<file path="src/rtl/ncl_sync_bridge.sv">
// Clocked valid/ready <-> four-phase NCL dual-rail bridge.
// TX: FIFO feeding DATA/NULL wavefronts. RX: synchronised rails with completion detection into a holding register.

module ncl_sync_bridge_sync #(
  parameter int SYNC_STAGES = 2,
  parameter int W           = 1
) (
  input  logic         clk,
  input  logic         rst_n,
  input  logic [W-1:0] d,
  output logic [W-1:0] q
);
  logic [SYNC_STAGES-1:0][W-1:0] ff;

  always_ff @(posedge clk or negedge rst_n) begin
    if (!rst_n) ff <= '0;
    else        ff <= {ff[SYNC_STAGES-2:0], d};
  end

  assign q = ff[SYNC_STAGES-1];
endmodule

// One dual-rail bit: synchronise both rails, then classify the pair.
module ncl_sync_bridge_lane #(
  parameter int SYNC_STAGES = 2
) (
  input  logic clk,
  input  logic rst_n,
  input  logic rail_t,
  input  logic rail_f,
  output logic t_s,
  output logic is_data,
  output logic is_null,
  output logic is_ill
);
  logic [1:0] s;

  ncl_sync_bridge_sync #(.SYNC_STAGES(SYNC_STAGES), .W(2)) u_sync (
    .clk  (clk),
    .rst_n(rst_n),
    .d    ({rail_t, rail_f}),
    .q    (s)
  );

  assign t_s     = s[1];
  assign is_data = s[1] ^ s[0];
  assign is_null = ~|s;
  assign is_ill  = &s;
endmodule

module ncl_sync_bridge #(
  parameter int WIDTH       = 8,
  parameter int DEPTH       = 4,
  parameter int SYNC_STAGES = 2
) (
  input  logic             clk,
  input  logic             rst_n,
  input  logic             s_valid,
  output logic             s_ready,
  input  logic [WIDTH-1:0] s_data,
  output logic [WIDTH-1:0] tx_t,
  output logic [WIDTH-1:0] tx_f,
  input  logic             tx_ki,
  input  logic [WIDTH-1:0] rx_t,
  input  logic [WIDTH-1:0] rx_f,
  output logic             rx_ko,
  output logic             m_valid,
  input  logic             m_ready,
  output logic [WIDTH-1:0] m_data,
  output logic             rx_err,
  input  logic             err_clr
);
  // DEPTH=1 still gets a 1-bit index; the occupancy compare caps it at one entry.
  localparam int AW    = (DEPTH > 1) ? $clog2(DEPTH) : 1;
  localparam int PW    = $clog2(DEPTH) + 1;
  localparam int SLOTS = 1 << AW;

  typedef enum logic { T_NULL, T_DATA } tx_state_t;
  typedef enum logic { R_NULL, R_DATA } rx_state_t;

  // ---------------- TX path ----------------
  logic [SLOTS-1:0][WIDTH-1:0] mem;
  logic [PW-1:0]               wptr, rptr, occ;
  logic [WIDTH-1:0]            head;
  logic                        full, empty, push, pop, ki_s;
  tx_state_t                   tx_state;

  ncl_sync_bridge_sync #(.SYNC_STAGES(SYNC_STAGES), .W(1)) u_ki_sync (
    .clk  (clk),
    .rst_n(rst_n),
    .d    (tx_ki),
    .q    (ki_s)
  );

  assign occ     = wptr - rptr;
  assign full    = (occ == PW'(DEPTH));
  assign empty   = (occ == '0);
  assign s_ready = !full;
  assign push    = s_valid & s_ready;
  assign pop     = (tx_state == T_NULL) & ki_s & !empty;
  assign head    = mem[rptr[AW-1:0]];

  always_ff @(posedge clk) begin
    if (push) mem[wptr[AW-1:0]] <= s_data;
  end

  always_ff @(posedge clk or negedge rst_n) begin
    if (!rst_n) begin
      wptr <= '0;
      rptr <= '0;
    end else begin
      if (push) wptr <= wptr + PW'(1);
      if (pop)  rptr <= rptr + PW'(1);
    end
  end

  always_ff @(posedge clk or negedge rst_n) begin
    if (!rst_n) begin
      tx_state <= T_NULL;
      tx_t     <= '0;
      tx_f     <= '0;
    end else begin
      case (tx_state)
        T_NULL: if (pop) begin
          tx_t     <= head;
          tx_f     <= ~head;
          tx_state <= T_DATA;
        end
        T_DATA: if (!ki_s) begin
          tx_t     <= '0;
          tx_f     <= '0;
          tx_state <= T_NULL;
        end
        default: tx_state <= T_NULL;
      endcase
    end
  end

  // ---------------- RX path ----------------
  logic [WIDTH-1:0] rt_s, bit_data, bit_null, bit_ill;
  logic             complete, allnull, illegal, capture;
  rx_state_t        rx_state;

  for (genvar i = 0; i < WIDTH; i++) begin : g_lane
    ncl_sync_bridge_lane #(.SYNC_STAGES(SYNC_STAGES)) u_lane (
      .clk    (clk),
      .rst_n  (rst_n),
      .rail_t (rx_t[i]),
      .rail_f (rx_f[i]),
      .t_s    (rt_s[i]),
      .is_data(bit_data[i]),
      .is_null(bit_null[i]),
      .is_ill (bit_ill[i])
    );
  end

  assign complete = &bit_data;
  assign allnull  = &bit_null;
  assign illegal  = |bit_ill;
  assign capture  = (rx_state == R_DATA) & complete & (!m_valid | m_ready);

  // Staying in R_DATA with rx_ko high is what backpressures the producer.
  always_ff @(posedge clk or negedge rst_n) begin
    if (!rst_n) begin
      rx_state <= R_NULL;
      rx_ko    <= 1'b0;
      m_valid  <= 1'b0;
      m_data   <= '0;
    end else if (capture) begin
      m_data   <= rt_s;
      m_valid  <= 1'b1;
      rx_ko    <= 1'b0;
      rx_state <= R_NULL;
    end else begin
      if (m_valid & m_ready) m_valid <= 1'b0;
      if ((rx_state == R_NULL) & allnull) begin
        rx_ko    <= 1'b1;
        rx_state <= R_DATA;
      end
    end
  end

  always_ff @(posedge clk or negedge rst_n) begin
    if (!rst_n)       rx_err <= 1'b0;
    else if (illegal) rx_err <= 1'b1;
    else if (err_clr) rx_err <= 1'b0;
  end
endmodule

</file>
<file path="config.mk">
export PLATFORM = sky130hd
export DESIGN_NAME = ncl_sync_bridge
export DESIGN_NICKNAME = d
export VERILOG_FILES = /design/src/rtl/ncl_sync_bridge.sv
export SDC_FILE = /design/constraint.sdc
export NUM_CORES = 1
export LEC_CHECK = 0
export CAP_MARGIN = 30
export CORE_UTILIZATION = 45
export CTS_CLUSTER_SIZE = 24
export DETAILED_ROUTE_END_ITERATION = 7
export PLACE_DENSITY_LB_ADDON = 0.2
export SYNTH_ARGS = -nofsm -noshare
export SYNTH_HDL_FRONTEND = slang
export SYNTH_HIERARCHICAL = 1
export SYNTH_SLANG_ARGS = --single-unit
</file>
<file path="constraint.sdc">
create_clock -name clk -period 3.5 [get_ports clk]
set_input_delay 0.525 -clock clk [delete_from_list [all_inputs] [get_ports clk]]
set_output_delay 0.525 -clock clk [all_outputs]
set_load 0.05 [all_outputs]
</file>
==> metrics.cfg <==
[clocking]
postCtsSetupRepairBufs = 0
cts_buffers = 9
root_buffer = clkbuf_8
hold_buffers = 0
htreeDepth = 3
cts_sinks = 100
clock_tree.buffer_depth = 2
worstSkewPairLatency_ns = 0.36
clk_pin_slew_ns = 0.11
cts_tree = done
cts-resized-gates = 0

[timing]
drv_slew = 0
relSlewSlack = 0.438
hold_violations = 0
setup_violations = 0
worst_pin_slew_ns = 0.840
max_freq_mhz = 322
min_period_ns = 3.11
period_share = 0.887
rsz0062_at_grt = no
tns_ns = 0
clock_skew_ns = 0.0132

[logic_synthesis]
yosysSeqAreaShare = 0.644
synth_nets = 333
synth_area_leaders = dfrtp_1 41%, edfxtp_1 23%, ha_1 7.0%
ys_ff_latch = 100
synth_area_mm2 = 0.00414
yosys.area.top_type = dfrtp_1
synth_area_per_cell_um2 = 14.8
syn_inst = 280
yosys_warnings = 6
synth_cell_types = 33
yosysTopAreaCellShare = 0.411

[min_path]
min_path_type = input pin to asynchronous set/reset pin

[routing]
via_per_inst = 5.19
drt_wl_total_um = 7160
drcViolationCount = 3
num_vias = 2292
final_antenna_net_count = 0
dr.pass1.iters = 8
drt_iter0_markers = 201
wire_per_inst_um = 16.2

[placement]
dp_hpwl_um = 5020
gp_congestion = 0.737
io_buffers = 57
placed_area_mm2 = 0.00472
numPlacedInstances = 426

[die]
die_w_um = 97.9
core_area_mm2 = 0.00881
dieHeight_um = 97.9
num_rows = 34
ioPinCount = 58
die-area_mm2 = 0.00958
initial_core_util = 0.470

[layout]
nFillCells = 710
nNetsFinal = 382
diodes = 0
finish.utilization = 0.558
layout-drive-gt1-share = 0.138
fin_cells = 442
final_area_mm2 = 0.00491
area_growth_pct = 18.7

[worst_setup_path]
critPathTopFamily = buffers and inverters
crit_cells = 6
cp_slowest_stage_delay_ns = 0.80
crit_required_ns = 2.97
crit_chain = inv_1, ha_1, nor2b_1, xnor2_2, nand2_1, clkdlybuf4s50_1
worstSetupEndpointType = output port
crit_type = register to output port
cp_slowest_cell = clkdlybuf4s50_1
reg2reg_depth = 6
cp_max_fo = 11
crit_arrival_ns = 2.58
rrSetupSlack_ns = 1.09
cp.buffers_inverters = 2
start_kind = register

[pwr]
powerDensity_mw_per_mm2 = 781
power.total_mw = 3.84
ir_drop_mv = 0.447
p_leak_nw = 2.04

[grt]
antenna_found_initial = 0
grt.total_usage = 0.165
grt_pass1_wl_um = 12100
grt_overflow_total = 0
grt_start_max_net_pins = 32
first_global_vias = 2424

[outcome]
violations = DRC
status = finished with violations

[flow_run]
maxCapViolCount = 0

[state kept, by name, summed over array words and instances (netlist names)]
signal                   flops
g_lane.u_lane/u_sync/q      16
mem                         32
g_lane.u_lane/u_sync/ff     16
rx_err                       1
tx_t                         8
rptr                         3
tx_state                     1
u_ki_sync/ff                 1
wptr                         3
u_ki_sync/q                  1
m_data                       8
rx_state                     1
tx_f                         8
m_valid                      1
[path summary, 6_finish.rpt]
check | from | end
min | rst_n | u_ki_sync/ff[0]$_DFF_PN0_
max | rptr[1]$_DFFE_PN0P_ | s_ready
min in group clk | g_lane[7].u_lane/u_sync/ff[0]$_DFF_PN0_ | g_lane[7].u_lane/u_sync/q[0]$_DFF_PN0_
min reg2reg | g_lane[7].u_lane/u_sync/ff[0]$_DFF_PN0_ | g_lane[7].u_lane/u_sync/q[0]$_DFF_PN0_
max in group asynchronous | rst_n | g_lane[7].u_lane/u_sync/ff[0]$_DFF_PN0_
max reg2reg | rptr[1]$_DFFE_PN0P_ | mem[13]$_DFFE_PP_
[cell usage after synthesis]
cell type and n:
nand3_1 2, o31ai_1 1, xor2_1 2, and2_1 4, o211ai_1 17, ha_1 23
o31a_1 1, nor2b_1 2, o21ai_4 1, nand4b_1 16, buf_4 17, and2_0 1
dfrtp_1 68, nand2b_1 2, nor4_1 2, xnor2_2 2, buf_6 2, clkbuf_4 1
a21boi_2 1, nand4_1 3, mux2_2 10, xnor2_1 3, inv_1 27, nor2_1 2
buf_2 2, mux4_2 8, clkbuf_1 4, nand2_1 5, nor3_1 1, o21a_1 1
o21ai_0 16, edfxtp_1 32, a21oi_1 1
[area by class of cell]
cell class / instances / area, µm² / area share
Inverter: 27 / 101 / 0.0206
Tap cell: 108 / 135 / 0.0275
Clock inverter: 7 / 66.3 / 0.0135
Sequential cell: 100 / 2660 / 0.542
Clock buffer: 9 / 124 / 0.0252
Multi-Input combinational cell: 127 / 1190 / 0.242
Timing Repair Buffer: 64 / 631 / 0.128
[logic make-up (layout without fill, tap and decap cells)]
| group | after synthesis | after routing | share of synthesized area |
|---|---|---|---|
| compound gates | 39 | 39 | 0.0638 |
| flops | 100 | 100 | 0.644 |
| buf+inv | 53 | 107 | 0.0687 |
| simple gates | 40 | 40 | 0.0650 |
| fa+ha+maj | 23 | 23 | 0.0696 |
| xor+xnor | 7 | 7 | 0.0185 |
| mux | 18 | 18 | 0.0708 |
[cell usage in the layout, fill, tap and decap left out, types with 9 or more instances in the layout]
master           count
edfxtp_1            32
clkdlybuf4s50_1     56
nand4b_1            16
inv_1               27
ha_1                23
o211ai_1            17
dfrtp_1             68
clkbuf_8             9
o21ai_0             16
mux2_2              10
[metal layers]
metal,wire length (µm),GRT usage,part of all wire
met4,70,0.0466,0.0098
met5,0,0,0
met3,391,0.0508,0.055
met1,3090,0.206,0.43
met2,3610,0.278,0.50
[worst reg2reg max path: cells and delay by family, from the launching register on]
kind	cells	cell delay [ns]
compound gates	1	0.26
fa+ha+maj	1	0.29
buf+inv	2	0.28
flops	1	0.62
simple gates	2	0.61
[where the power goes]
part	leakage (nW)	total, mW	internal, mW	switching [mW]
Combinational	0.820	1.52	0.581	0.936
Clock	0.0982	0.706	0.278	0.428
Sequential	1.12	1.61	1.45	0.161
[per-stage QoR]
stage | hold WS, ns | setup slack, ns
3_3_place_gp | 0.334 | 0.778
3_5_place_dp | 0.335 | 0.759
2_1_floorplan | 0.229 | 1.19
5_1_grt | 0.0668 | 0.215
4_1_cts | 0.0492 | 0.340
6_report | 0.0537 | 0.395
Note: power is estimated with default switching activity, not from simulation.
==> RTL change: new RTL, config.mk and constraints unchanged <==
Register the output `rx_err` once more, with the module's reset; this adds one clock of latency there. The other outputs are not delayed to match.
--- a/src/rtl/ncl_sync_bridge.sv
+++ b/src/rtl/ncl_sync_bridge.sv
@@ -77,6 +77,8 @@
 
   typedef enum logic { T_NULL, T_DATA } tx_state_t;
   typedef enum logic { R_NULL, R_DATA } rx_state_t;
+
+  logic rx_err_s0;
 
   // ---------------- TX path ----------------
   logic [SLOTS-1:0][WIDTH-1:0] mem;
@@ -181,9 +183,17 @@
   end
 
   always_ff @(posedge clk or negedge rst_n) begin
-    if (!rst_n)       rx_err <= 1'b0;
-    else if (illegal) rx_err <= 1'b1;
-    else if (err_clr) rx_err <= 1'b0;
+    if (!rst_n)       rx_err_s0 <= 1'b0;
+    else if (illegal) rx_err_s0 <= 1'b1;
+    else if (err_clr) rx_err_s0 <= 1'b0;
   end
+  always_ff @(posedge clk or negedge rst_n) begin
+    if (!rst_n) begin
+      rx_err <= '0;
+    end else begin
+      rx_err <= rx_err_s0;
+    end
+  end
+
 endmodule
 
Check against the original RTL: not equivalent (Yosys sat finds a counterexample within 4 cycles, from zero or initial values and one cycle with rst_n low).
==> RTL change against the unedited design <==
Routed wire length grew 0.25%; clock skew decreased by 0.0016 ns; sequential share of layout area is 0.58 points higher; synthesized cell count up 0.36%; synthesized area increased by 0.60%; sequential cell count is 1 higher; cell area shrank 0.13%; total power grew 0.61%; via count did not move; non-clock buffer count decreased by 2; utilization fell by 0.34 points; global-route usage shrank 0.071 points; worst setup slack got worse by 0.037 ns; die area is 0.59% higher; critical path type unchanged.
==> RTL change: results (changes against the unedited design) <==
Gate Count Post-Synth: 281 (was 280)
largest net degree at the start of global routing: 70 (was 32)
met2 wire length: 3634 µm (was 3605 µm)
wire per inst: 16.27 µm (was 16.20 µm)
FFs & Latches: 101 (was 100)
R2R setup slack: 1.09 ns (about the same)
largest cells by area after synthesis: dfrtp_1, edfxtp_1, ha_1, mux4_2, nand4b_1 (unchanged)
Total Routing Usage GR: 0.1644 (was 0.1652)
Clock-cell share: 0.03802 (was 0.03874)
Synth Area in Compound Gates: 0.06344 (was 0.06382)
worst skew pair latency: 0.36 ns (about the same)
Netlist cell types: 33 (unchanged)
synth cell count leaders: dfrtp_1, edfxtp_1, inv_1 (unchanged)
status: complete, no violations (was complete, but fails checks)
clk slew on worst S/H paths: 0.10 ns
sequential fraction of the synthesis area: 0.6458 (was 0.6437)
met1 wire length: 3130 µm (was 3092 µm)
syn_nets: 334 (was 333)
signal buffers share of area: 0.1230 (was 0.1284)
Iter 0 DRT Violations: 118 (was 201)
Clock power frac: 0.183
post-CTS setup buffer count: 0 (unchanged)
met3 usage: 0.04939 (was 0.05082)
Crit Path Max Fanout: 11 (unchanged)
worst slew pin tran: 0.8742 ns (was 0.8400 ns)
Reg power frac: 0.420 (was 0.421)
multiplexer share of the synthesized area: 0.07035 (was 0.07078)
Placed Cells incl. Taps: 425 (was 426)
Final nets: 381 (was 382)
multi-input gate share of total cell area: 0.2427 (was 0.2424)
NetSw: 1.539 mW (was 1.526 mW)
global-route wire length before repair: 12030 µm (was 12100 µm)
DP HPWL: 4822 µm (was 5023 µm)
share of layout cells above drive strength 1: 0.1321 (was 0.1377)
Final Cycle Share: 0.8977 (was 0.8872)
ys async rst share: 0.6832 (was 0.6800)
Final Skew: 0.01165 ns (was 0.01325 ns)
Fin Hold WS: 0.3534 ns (was 0.05366 ns)
Non-clock buffers: 62 (was 64)
Static Leak: 2.031 nW (was 2.041 nW)
post-cts sizing count: 0 (unchanged)
Layout area overhead: 17.83% (was 18.69%)
DP Worst Slack: 0.7237 ns (was 0.7587 ns)
I/O Buffers: 57 (unchanged)
Worst VDD drop: 0.0005318 V (was 0.0004475 V)
fillers: 754 (was 710)
sequential power: 1.62 mW
DR pass1 iterations: 7 (was 8)
Routability Congestion: 0.7692 (was 0.7366)
adder-cell share of the synthesized area: 0.06915 (was 0.06957)
sequential share of cell area: 0.5481 (was 0.5423)
placed cell areas: 4717 µm² (was 4720 µm²)
arrival time at the worst endpoint: 2.62 ns (was 2.58 ns)
Finished Layout Cells: 441 (was 442)
met1 Use GR: 0.2072 (was 0.2061)
met2 usage: 0.2752 (was 0.2779)
post-synthesis xor/xnor area fraction: 0.01834 (was 0.01845)
Met3 Wirelength: 327 µm (was 391 µm)
RTL change: changes by cell type in the layout (fill, tap and decap cells not counted):
cell	unedited run	this run
clkinvlp_4	0	1
inv_8	2	1
inv_6	2	5
dfrtp_1	68	69
buf_12	1	0
clkinv_4	3	0
buf_4	6	5
RTL change: worst max-delay path, delay by kind of cell (launching register included):
family	cells	cell delay [ns]
xor gates and xnor gates	1	0.18
and+or+nand+nor	2	0.36
adders and majority gates	1	0.19
DFF	1	0.62
buffers and inverters	2	0.90
RTL change: path summary, 6_finish.rpt:
check | from | to
worst max-delay path | rptr[1] | s_ready
worst min-delay path | rst_n | g_lane[2].u_lane/u_sync/q[0]
worst max register to register | rptr[1] | mem[0]
worst min register to register | g_lane[0].u_lane/u_sync/ff[1] | g_lane[0].u_lane/u_sync/q[1]
max in group asynchronous | rst_n | g_lane[1].u_lane/u_sync/ff[1]
min in group clk | g_lane[0].u_lane/u_sync/ff[1] | g_lane[0].u_lane/u_sync/q[1]
